[src/rtl/window_mac_pkg.sv]
// Shared widths and lane helper for the window_mac slice.
// Included by the top, the adder tree and the bus interface.
package window_mac_pkg;
   localparam int LANES  = 16;
   localparam int PIX_W  = 8;
   localparam int WGT_W  = 8;
   localparam int PROD_W = 17;
   localparam int SUM_W  = 21;
   localparam int BEAT_W = LANES * PIX_W;
   localparam int CNT_W  = 4;

   function automatic logic [7:0] lane(input logic [BEAT_W-1:0] w, input int k);
      return w[8*k +: 8];
   endfunction
endpackage

[src/rtl/window_mac_if.sv]
// Window/filter beat in, accumulated result out; each side is a valid/ready pair.
interface window_mac_if
   import window_mac_pkg::*;
#(
   parameter int ACC_W = 32
);
   logic              in_valid;
   logic              in_ready;
   logic [BEAT_W-1:0] win;
   logic [BEAT_W-1:0] filt;
   logic              out_valid;
   logic              out_ready;
   logic [ACC_W-1:0]  out_data;

   modport master (
      output in_valid, win, filt, out_ready,
      input  in_ready, out_valid, out_data
   );

   modport slave (
      input  in_valid, win, filt, out_ready,
      output in_ready, out_valid, out_data
   );
endinterface

[src/rtl/window_adder_tree.sv]
// Combinational 16-term signed adder tree, four levels, SUM_W wide throughout.
module window_adder_tree
   import window_mac_pkg::*;
(
   input  logic [LANES-1:0][PROD_W-1:0] prod,
   output logic signed [SUM_W-1:0]      sum
);
   logic signed [SUM_W-1:0] l0 [LANES];
   logic signed [SUM_W-1:0] l1 [LANES/2];
   logic signed [SUM_W-1:0] l2 [LANES/4];
   logic signed [SUM_W-1:0] l3 [LANES/8];

   always_comb begin
      for (int i = 0; i < LANES; i++)
         l0[i] = {{(SUM_W-PROD_W){prod[i][PROD_W-1]}}, prod[i]};
      for (int i = 0; i < LANES/2; i++)
         l1[i] = l0[2*i] + l0[2*i+1];
      for (int i = 0; i < LANES/4; i++)
         l2[i] = l1[2*i] + l1[2*i+1];
      for (int i = 0; i < LANES/8; i++)
         l3[i] = l2[2*i] + l2[2*i+1];
      sum = l3[0] + l3[1];
   end
endmodule

[src/rtl/window_mac.sv]
// 4x4 window dot product with ACC_LEN-deep accumulation and a stallable pipeline.
// Optional WINDOW_MAC_RELU_EN clamps negative group results to zero on output.
module window_mac
   import window_mac_pkg::*;
#(
   parameter int ACC_LEN = 4,
   parameter int ACC_W   = 32
)(
   input logic         clk,
   input logic         rst,
   window_mac_if.slave bus
);
   localparam int STAGES = 2;

   // [0] captured beat, [1] products, [2] tree sum feeding the accumulator
   logic [STAGES:0]               vld_pipe;
   logic [BEAT_W-1:0]             win_q;
   logic [BEAT_W-1:0]             filt_q;
   logic [LANES-1:0][PROD_W-1:0]  prod;
   logic [LANES-1:0][PROD_W-1:0]  prod_q;
   logic signed [SUM_W-1:0]       sum;
   logic signed [SUM_W-1:0]       sum_q;
   logic signed [ACC_W-1:0]       sum_ext;
   logic signed [ACC_W-1:0]       acc;
   logic signed [ACC_W-1:0]       acc_nxt;
   logic signed [ACC_W-1:0]       res;
   logic [CNT_W-1:0]              grp_cnt;
   logic                          out_valid_q;
   logic [ACC_W-1:0]              out_data_q;
   logic                          stall;
   logic                          accept;
   logic                          last;
   logic                          done;

   assign stall         = out_valid_q && !bus.out_ready;
   assign bus.in_ready  = !rst && !stall;
   assign accept        = bus.in_valid && bus.in_ready;
   assign bus.out_valid = out_valid_q;
   assign bus.out_data  = out_data_q;

   for (genvar k = 0; k < LANES; k++) begin : g_lane
      logic [WGT_W-1:0]         wgt;
      logic signed [PROD_W-1:0] px;
      logic signed [PROD_W-1:0] wt;

      assign wgt     = lane(filt_q, k);
      assign px      = {{(PROD_W-PIX_W){1'b0}}, lane(win_q, k)};
      assign wt      = {{(PROD_W-WGT_W){wgt[WGT_W-1]}}, wgt};
      assign prod[k] = px * wt;
   end

   window_adder_tree u_tree (
      .prod (prod_q),
      .sum  (sum)
   );

   assign sum_ext = {{(ACC_W-SUM_W){sum_q[SUM_W-1]}}, sum_q};
   assign last    = (grp_cnt == CNT_W'(ACC_LEN-1));
   assign done    = vld_pipe[2] && last;
   assign acc_nxt = (grp_cnt == '0) ? sum_ext : acc + sum_ext;

`ifdef WINDOW_MAC_RELU_EN
   assign res = acc_nxt[ACC_W-1] ? '0 : acc_nxt;
`else
   assign res = acc_nxt;
`endif

   always_ff @(posedge clk) begin
      if (rst) begin
         vld_pipe    <= '0;
         win_q       <= '0;
         filt_q      <= '0;
         prod_q      <= '0;
         sum_q       <= '0;
         acc         <= '0;
         grp_cnt     <= '0;
         out_valid_q <= 1'b0;
         out_data_q  <= '0;
      end else if (!stall) begin
         vld_pipe <= {vld_pipe[STAGES-1:0], accept};
         if (accept) begin
            win_q  <= bus.win;
            filt_q <= bus.filt;
         end
         prod_q <= prod;
         sum_q  <= sum;
         if (vld_pipe[2]) begin
            acc     <= acc_nxt;
            grp_cnt <= last ? '0 : grp_cnt + 1'b1;
         end
         // Not stalled means any pending result is being taken this edge.
         out_valid_q <= done;
         if (done)
            out_data_q <= res;
      end
   end
endmodule

[src/flat_wrapper.sv]
// flat-port wrapper written by rule: the top's interface ports become plain ports
module window_mac_flat import window_mac_pkg::*;
#(
   parameter int ACC_LEN = 4,
   parameter int ACC_W   = 32
)
  (clk, rst, bus_in_valid, bus_win, bus_filt, bus_out_ready, bus_in_ready, bus_out_valid, bus_out_data);
  window_mac_if #(.ACC_W(ACC_W)) bus_i ();
  input logic clk;
  input logic rst;
  input wire logic [$bits(bus_i.in_valid)-1:0] bus_in_valid;
  input wire logic [$bits(bus_i.win)-1:0] bus_win;
  input wire logic [$bits(bus_i.filt)-1:0] bus_filt;
  input wire logic [$bits(bus_i.out_ready)-1:0] bus_out_ready;
  output wire logic [$bits(bus_i.in_ready)-1:0] bus_in_ready;
  output wire logic [$bits(bus_i.out_valid)-1:0] bus_out_valid;
  output wire logic [$bits(bus_i.out_data)-1:0] bus_out_data;
  assign bus_i.in_valid = bus_in_valid;
  assign bus_i.win = bus_win;
  assign bus_i.filt = bus_filt;
  assign bus_i.out_ready = bus_out_ready;
  assign bus_in_ready = bus_i.in_ready;
  assign bus_out_valid = bus_i.out_valid;
  assign bus_out_data = bus_i.out_data;
  window_mac #(.ACC_LEN(ACC_LEN), .ACC_W(ACC_W)) u_core (.clk(clk), .rst(rst), .bus(bus_i));
endmodule
[config.mk]
export PLATFORM = sky130hd
export DESIGN_NAME = window_mac_flat
export DESIGN_NICKNAME = d
export VERILOG_FILES = /design/src/rtl/window_mac_pkg.sv /design/src/rtl/window_mac_if.sv /design/src/rtl/window_adder_tree.sv /design/src/rtl/window_mac.sv /design/src/flat_wrapper.sv
export SDC_FILE = /design/constraint.sdc
export NUM_CORES = 2
export LEC_CHECK = 0
export BUFFER_PORTS_ARGS = -buffer_cell sky130_fd_sc_hd__buf_2
export CAP_MARGIN = 20
export CORE_UTILIZATION = 58
export DETAILED_ROUTE_END_ITERATION = 12
export PLACE_DENSITY = 0.89
export SKIP_LAST_GASP = 1
export SYNTH_ARGS = -nofsm -noshare
export SYNTH_HDL_FRONTEND = slang
export SYNTH_SLANG_ARGS = --single-unit
[constraint.sdc]
create_clock -name clk -period 6 [get_ports clk]
set_input_delay 1.2 -clock clk [delete_from_list [all_inputs] [get_ports clk]]
set_output_delay 1.2 -clock clk [all_outputs]
set_load 0.005 [all_outputs]
=== Word level (Yosys, flattened, before mapping) ===
Cells that the tools add are included.

* Bits in registers: 621
* Input bits: 260
* Output and inout bits: 34
* Logic and storage cells: 72

* $add $sub $neg: 17
* $mul: 16
* Eq/ne operators: 1
* Multiplexer cells: 2
* Bitwise logic cells: 1
* Reductions and logical operators: 11

{| class="wikitable"
|+ Operators with widths
! operator !! count
|-
| $mul 9x8->17 || 16
|-
| $add 17x17->18 || 8
|-
| $add 18x18->19 || 4
|-
| $add 19x19->20 || 2
|-
| $add 32x21->32 || 1
|-
| $mux 32 || 1
|-
| $add 20x20->21 || 1
|-
| $reduce_and 2->1 || 3
|-
| $add 4x1->4 const B || 1
|-
| $eq 4x2->1 const B || 1
|-
| $logic_and 1x1->1 || 4
|-
| $logic_not 4->1 || 1
|-
| $mux 4 || 1
|-
| $logic_not 1->1 || 3
|-
| $not 1->1 || 1
|}

=== Depth between registers and ports, before layout ===
* Word-level depth: 6
* Gate-level depth with buffers: 23
* Gate-level depth less buffers: 23

=== By module ===
From an unflattened synthesis, not the netlist that was laid out.

* Cell total of the unflattened synthesis: 7,643
* Area total of the unflattened synthesis: 65,048.6 um^2

{| class="wikitable"
|+ Modules (own cells, without submodules)
! module !! times used !! cells each !! area an instance (um^2) !! sequential area each (um^2)
|-
| window_mac || 1 || 6,810 || 57,124.8 || 12,431.9
|-
| window_adder_tree || 1 || 833 || 7,923.8 || 0.0
|}

=== Worst setup path before layout ===
Ideal clock, no wire load.

* Kind: reg-to-reg
* Start: reg u_core.prod_q[206] in the netlist's numbering
* End: reg u_core.sum_q[20]
* Library setup time: 0.117 ns
* Data arrival time: 5.798 ns
* Required time: 5.883 ns
* Setup slack: 0.084 ns
* Cell stages (with the launch flop): 22
* Buffers on the path: 0
* Clock period less this slack: 5.916 ns
* Cells stage by stage: dfxtp_1 -> inv_1 -> fa_1 -> fa_1 -> inv_1 -> fa_1 -> fa_1 -> fa_1 -> inv_1 -> fa_1 -> inv_1 -> ha_1 -> fa_1 -> a21oi_1 -> o21ai_1 -> a21oi_1 -> a21oi_1 -> a221o_1 -> and2_1 -> and2_1 -> or3_1 -> a32o_1

* Word-level cells in the longest chain between the ends: 4

{| class="wikitable"
|+ RTL lines
! what !! RTL line !! text
|-
| from (decl) || window_mac.sv:20 || <nowiki>logic [LANES-1:0][PROD_W-1:0] prod_q;</nowiki>
|-
| from (signal assigned) || window_mac.sv:85 || <nowiki>prod_q <= prod;</nowiki>
|-
| $add 17x17->18 || window_adder_tree.sv:17 || <nowiki>l1[i] = l0[2*i] + l0[2*i+1];</nowiki>
|-
| $add 18x18->19 || window_adder_tree.sv:19 || <nowiki>l2[i] = l1[2*i] + l1[2*i+1];</nowiki>
|-
| $add 19x19->20 || window_adder_tree.sv:21 || <nowiki>l3[i] = l2[2*i] + l2[2*i+1];</nowiki>
|-
| $add 20x20->21 || window_adder_tree.sv:22 || <nowiki>sum = l3[0] + l3[1];</nowiki>
|-
| to (signal assigned) || window_mac.sv:86 || <nowiki>sum_q <= sum;</nowiki>
|-
| to (decl) || window_mac.sv:22 || <nowiki>logic signed [SUM_W-1:0] sum_q;</nowiki>
|}

Every way passes these cells.
A chain may end at the register's enable or synchronous reset.

=== Worst setup path in the final report ===
* Start: reg u_core.prod_q[104] in the netlist's numbering
* End: reg u_core.sum_q[20]

The elaborated chain is that of the path after synthesis.

==> flow_summary.ini <==
[outcome]
status = finished, final reports clean

[floorplanning]
fp.coreArea_um2 = 109000
initial_core_util_pct = 58.8
die_y_um = 335
rows = 121
die_x_um = 335
dieArea_um2 = 112000
io_pins = 294

[timing]
hold_slack_ps = 449
max_freq_mhz = 169
final.setup.tns_ps = 0
fin_crit_ps = 5930
slew_violations = 0
finClkSkew_ps = 39.8
setup_slack_ps = 71.7
hold_viol_final = 0
maxSlewHeadroom_pct = 26.2
fin_crit_sh_pct = 98.8
worst_slew_pin_slew_ps = 1110
finalSetupViolations = 0
rsz0062_at_grt = yes

[worst_hold_path]
worstHoldPathType = flip-flop to flip-flop
holdPathStages = 2

[cells_and_area]
fill_cells = 8537
num-nets-final = 9548
final_core_util_pct = 63.5
instances_no_fill = 9247
synthToLayoutAreaGrowth_pct = 8.04
layout-drive-gt1-share_pct = 6.43

[detailed_routing]
met3_length_um = 12100
route.top_layer_used = met5
wl_met2_um = 77300
drtIter0Drc = 4134
drt-pass1-iter-count = 6
vias = 51500
ant_nets = 0
drc_errors = 0
vias_per_cell = 5.57
met1Wirelength_um = 65800
wl_um = 162000
wire_per_inst_um = 17.5

[critical_path]
reg2regPathDepth = 21
critPathLaunchType = flip-flop
critPathRequiredTime_ps = 6550
cp.arrival_ps = 6480
critPathMaxFanout = 3
cp_slowest_stage_delay_ps = 580
worstSetupPathType = flip-flop to flip-flop
crit_slowest_cell = fa_1
r2r_setup_slack_ps = 70
worstPathCellList = fa_1 -> inv_1 -> fa_1 -> inv_1 -> fa_1 -> fa_1 -> fa_1 -> inv_1 -> fa_1 -> inv_1 -> ha_2 -> fa_2 -> a21oi_2 -> o21ai_1 -> a21oi_2 -> a21oi_2 -> a221o_1 -> and2_1 -> and2_1 -> or3_1 -> a32o_1
worst_path_most_repeated_cell = fa_1
endpoint_kind = flip-flop

[pwr]
vdd_ir_drop_max_v = 0.00167
netSwitchingFraction_pct = 44.7
seqPwrFrac_pct = 22.0
p_sw_mw = 10.4
p_int_mw = 12.9
leakagePower_nw = 35.0
combPwrFrac_pct = 58.0
power_density_nw_per_um2 = 335
clockPowerShare_pct = 20.1

[global_route]
overflow = 0
grt_max_degree = 158
track_usage_pct = 29.5
grt_pass1_vias = 53600
grt_first_pass_wirelength_um = 269000
antenna_found_initial = 15

[logic_synthesis]
ys_ff_latch = 621
yosys_warnings = 0
synth_cells = 7599
synth.distinct_cells = 71
synth_edf_count = 0
async_flop_share_pct = 0
synth_fp_nets = 9445
synth.cell_area_um2 = 64300
ys_seq_area_share_pct = 19.3
synthFlopType = dfxtp_1
syn_area_per_cell_um2 = 8.46

[clocking]
cts_buffers = 74
clock-root-buffer = clkbuf_16
clk_pin_slew_ps = 60
cts_tree = built
insertion_delay_ps = 680
clockBufferDepth = 3
cts_max_level = 3
hold_buffers = 0
cts_sinks = 621

[run]
maxCapViolations = 0

[placed_design]
hpwl_um = 128000
port_buffers = 293
place_ws_ps = -262
placedCellCount = 9101
place.gp.congestion = 0.943
==> per-stage QoR <==
stage / cell area, um2 / power [mW]
5_1_grt: 69500 / 24.8
2_1_floorplan: 64300 / 14.6
3_5_place_dp: 66900 / 18.1
6_report: 69500 / 23.3
4_1_cts: 69400 / 23.0
3_3_place_gp: 66900 / 17.5
==> routing by layer <==
metal  global-route usage, %  vias up
met5                       0        -
met4                    12.5        6
met3                    4.59      373
met2                    49.4     1920
met1                    37.8    25300
li1                        -    23900
==> synthesized netlist by cell type, types with 52 or more instances <==
cell	count	share of area (%)
nand2_1	1385	8.1
inv_1	1279	7.5
fa_1	839	26
ha_1	747	15
dfxtp_1	621	19
and2_1	543	5.3
a21oi_1	429	3.3
nand3_1	313	2.4
clkbuf_1	275	1.6
nor2_1	188	1.1
xnor2_1	164	2.2
nand2b_1	118	1.1
o21ai_1	82	0.64
o21ai_0	78	0.61
a21o_1	74	0.86
xor2_1	52	0.71
==> cells in the final DEF (no fill, tap or decap), drive strengths merged, types with 10 or more instances in the layout <==
cell and instances:
a211oi 52, a21o 74, a21oi 431, a31o 18
a31oi 15, a41oi 15, and2 543, and3 15
buf 335, clkbuf 97, clkinv 22, dfxtp 621
diode 10, fa 839, ha 747, inv 1285
nand2 1385, nand2b 118, nand3 313, nand4 14
nor2 188, nor2b 44, nor3 51, o21ai 161
o21bai 27, o31ai 28, or3 16, xnor2 164
xor2 52
==> critical path: cells and delay by family (launching register included) <==
family	cells	cell delay, ps
buffers and inverters	4	210
and+or+nand+nor	3	650
AOI/OAI and AO/OA	6	1050
adders and majority gates	8	3590
DFF	1	330
==> repair_timing <==
action                                  4_1_cts  5_1_grt
endpoints found under the setup margin        2        5
setup buffers                                 0        1
pin swaps                                     9        1
hold endpoints to repair                      0        0
resized for setup                             6        2
==> power groups by stage <==
stage	combinational [mW]	sequential, mW	clock, mW
after CTS	13.2	5.08	4.72
after detailed placement	13.0	5.17	0
after global routing	14.8	5.15	4.88
final	13.5	5.11	4.67
after floorplan	9.70	4.88	0
after global placement	12.4	5.14	0
==> cell families (layout without fill, tap and decap cells) <==
logic type	after synthesis	after routing	synth area share [%]
xor gates and xnor gates	216	216	2.94
muxes	3	3	0.0486
AOI/OAI and AO/OA	873	873	8.11
other	0	10	0
adders and majority gates	1586	1586	40.7
and+or+nand+nor	2711	2711	19.6
buffers and inverters	1589	1751	9.33
DFF	621	621	19.3
==> registers in the layout, summed over array words and instances, names as in the netlist <==
register              cells
u_core.filt_q           128
u_core.vld_pipe           3
u_core.win_q            128
u_core.grp_cnt            4
u_core.sum_q             21
u_core.prod_q           272
u_core.bus.out_data      32
u_core.bus.out_valid      1
u_core.acc               32
==> final timing paths <==
check,from,to
min reg2reg,u_core.vld_pipe[0],u_core.vld_pipe[0]
min,u_core.vld_pipe[0],u_core.vld_pipe[0]
max,u_core.prod_q[104],u_core.sum_q[20]
max reg2reg,u_core.prod_q[104],u_core.sum_q[20]
==> final cells by class <==
class                   count  area [um2]  area share [%]
clock buffers              97        2090            3.01
flip-flops and latches    621       12400            17.9
repair buffers            335        1890            2.72
well taps                1476        1850            2.66
inverters                1281        4820            6.93
diodes                     10        25.0          0.0360
clock inverters            38         439           0.632
multi-input cells        5389       45900            66.1
No activity file was read; power rests on OpenSTA's default activity.
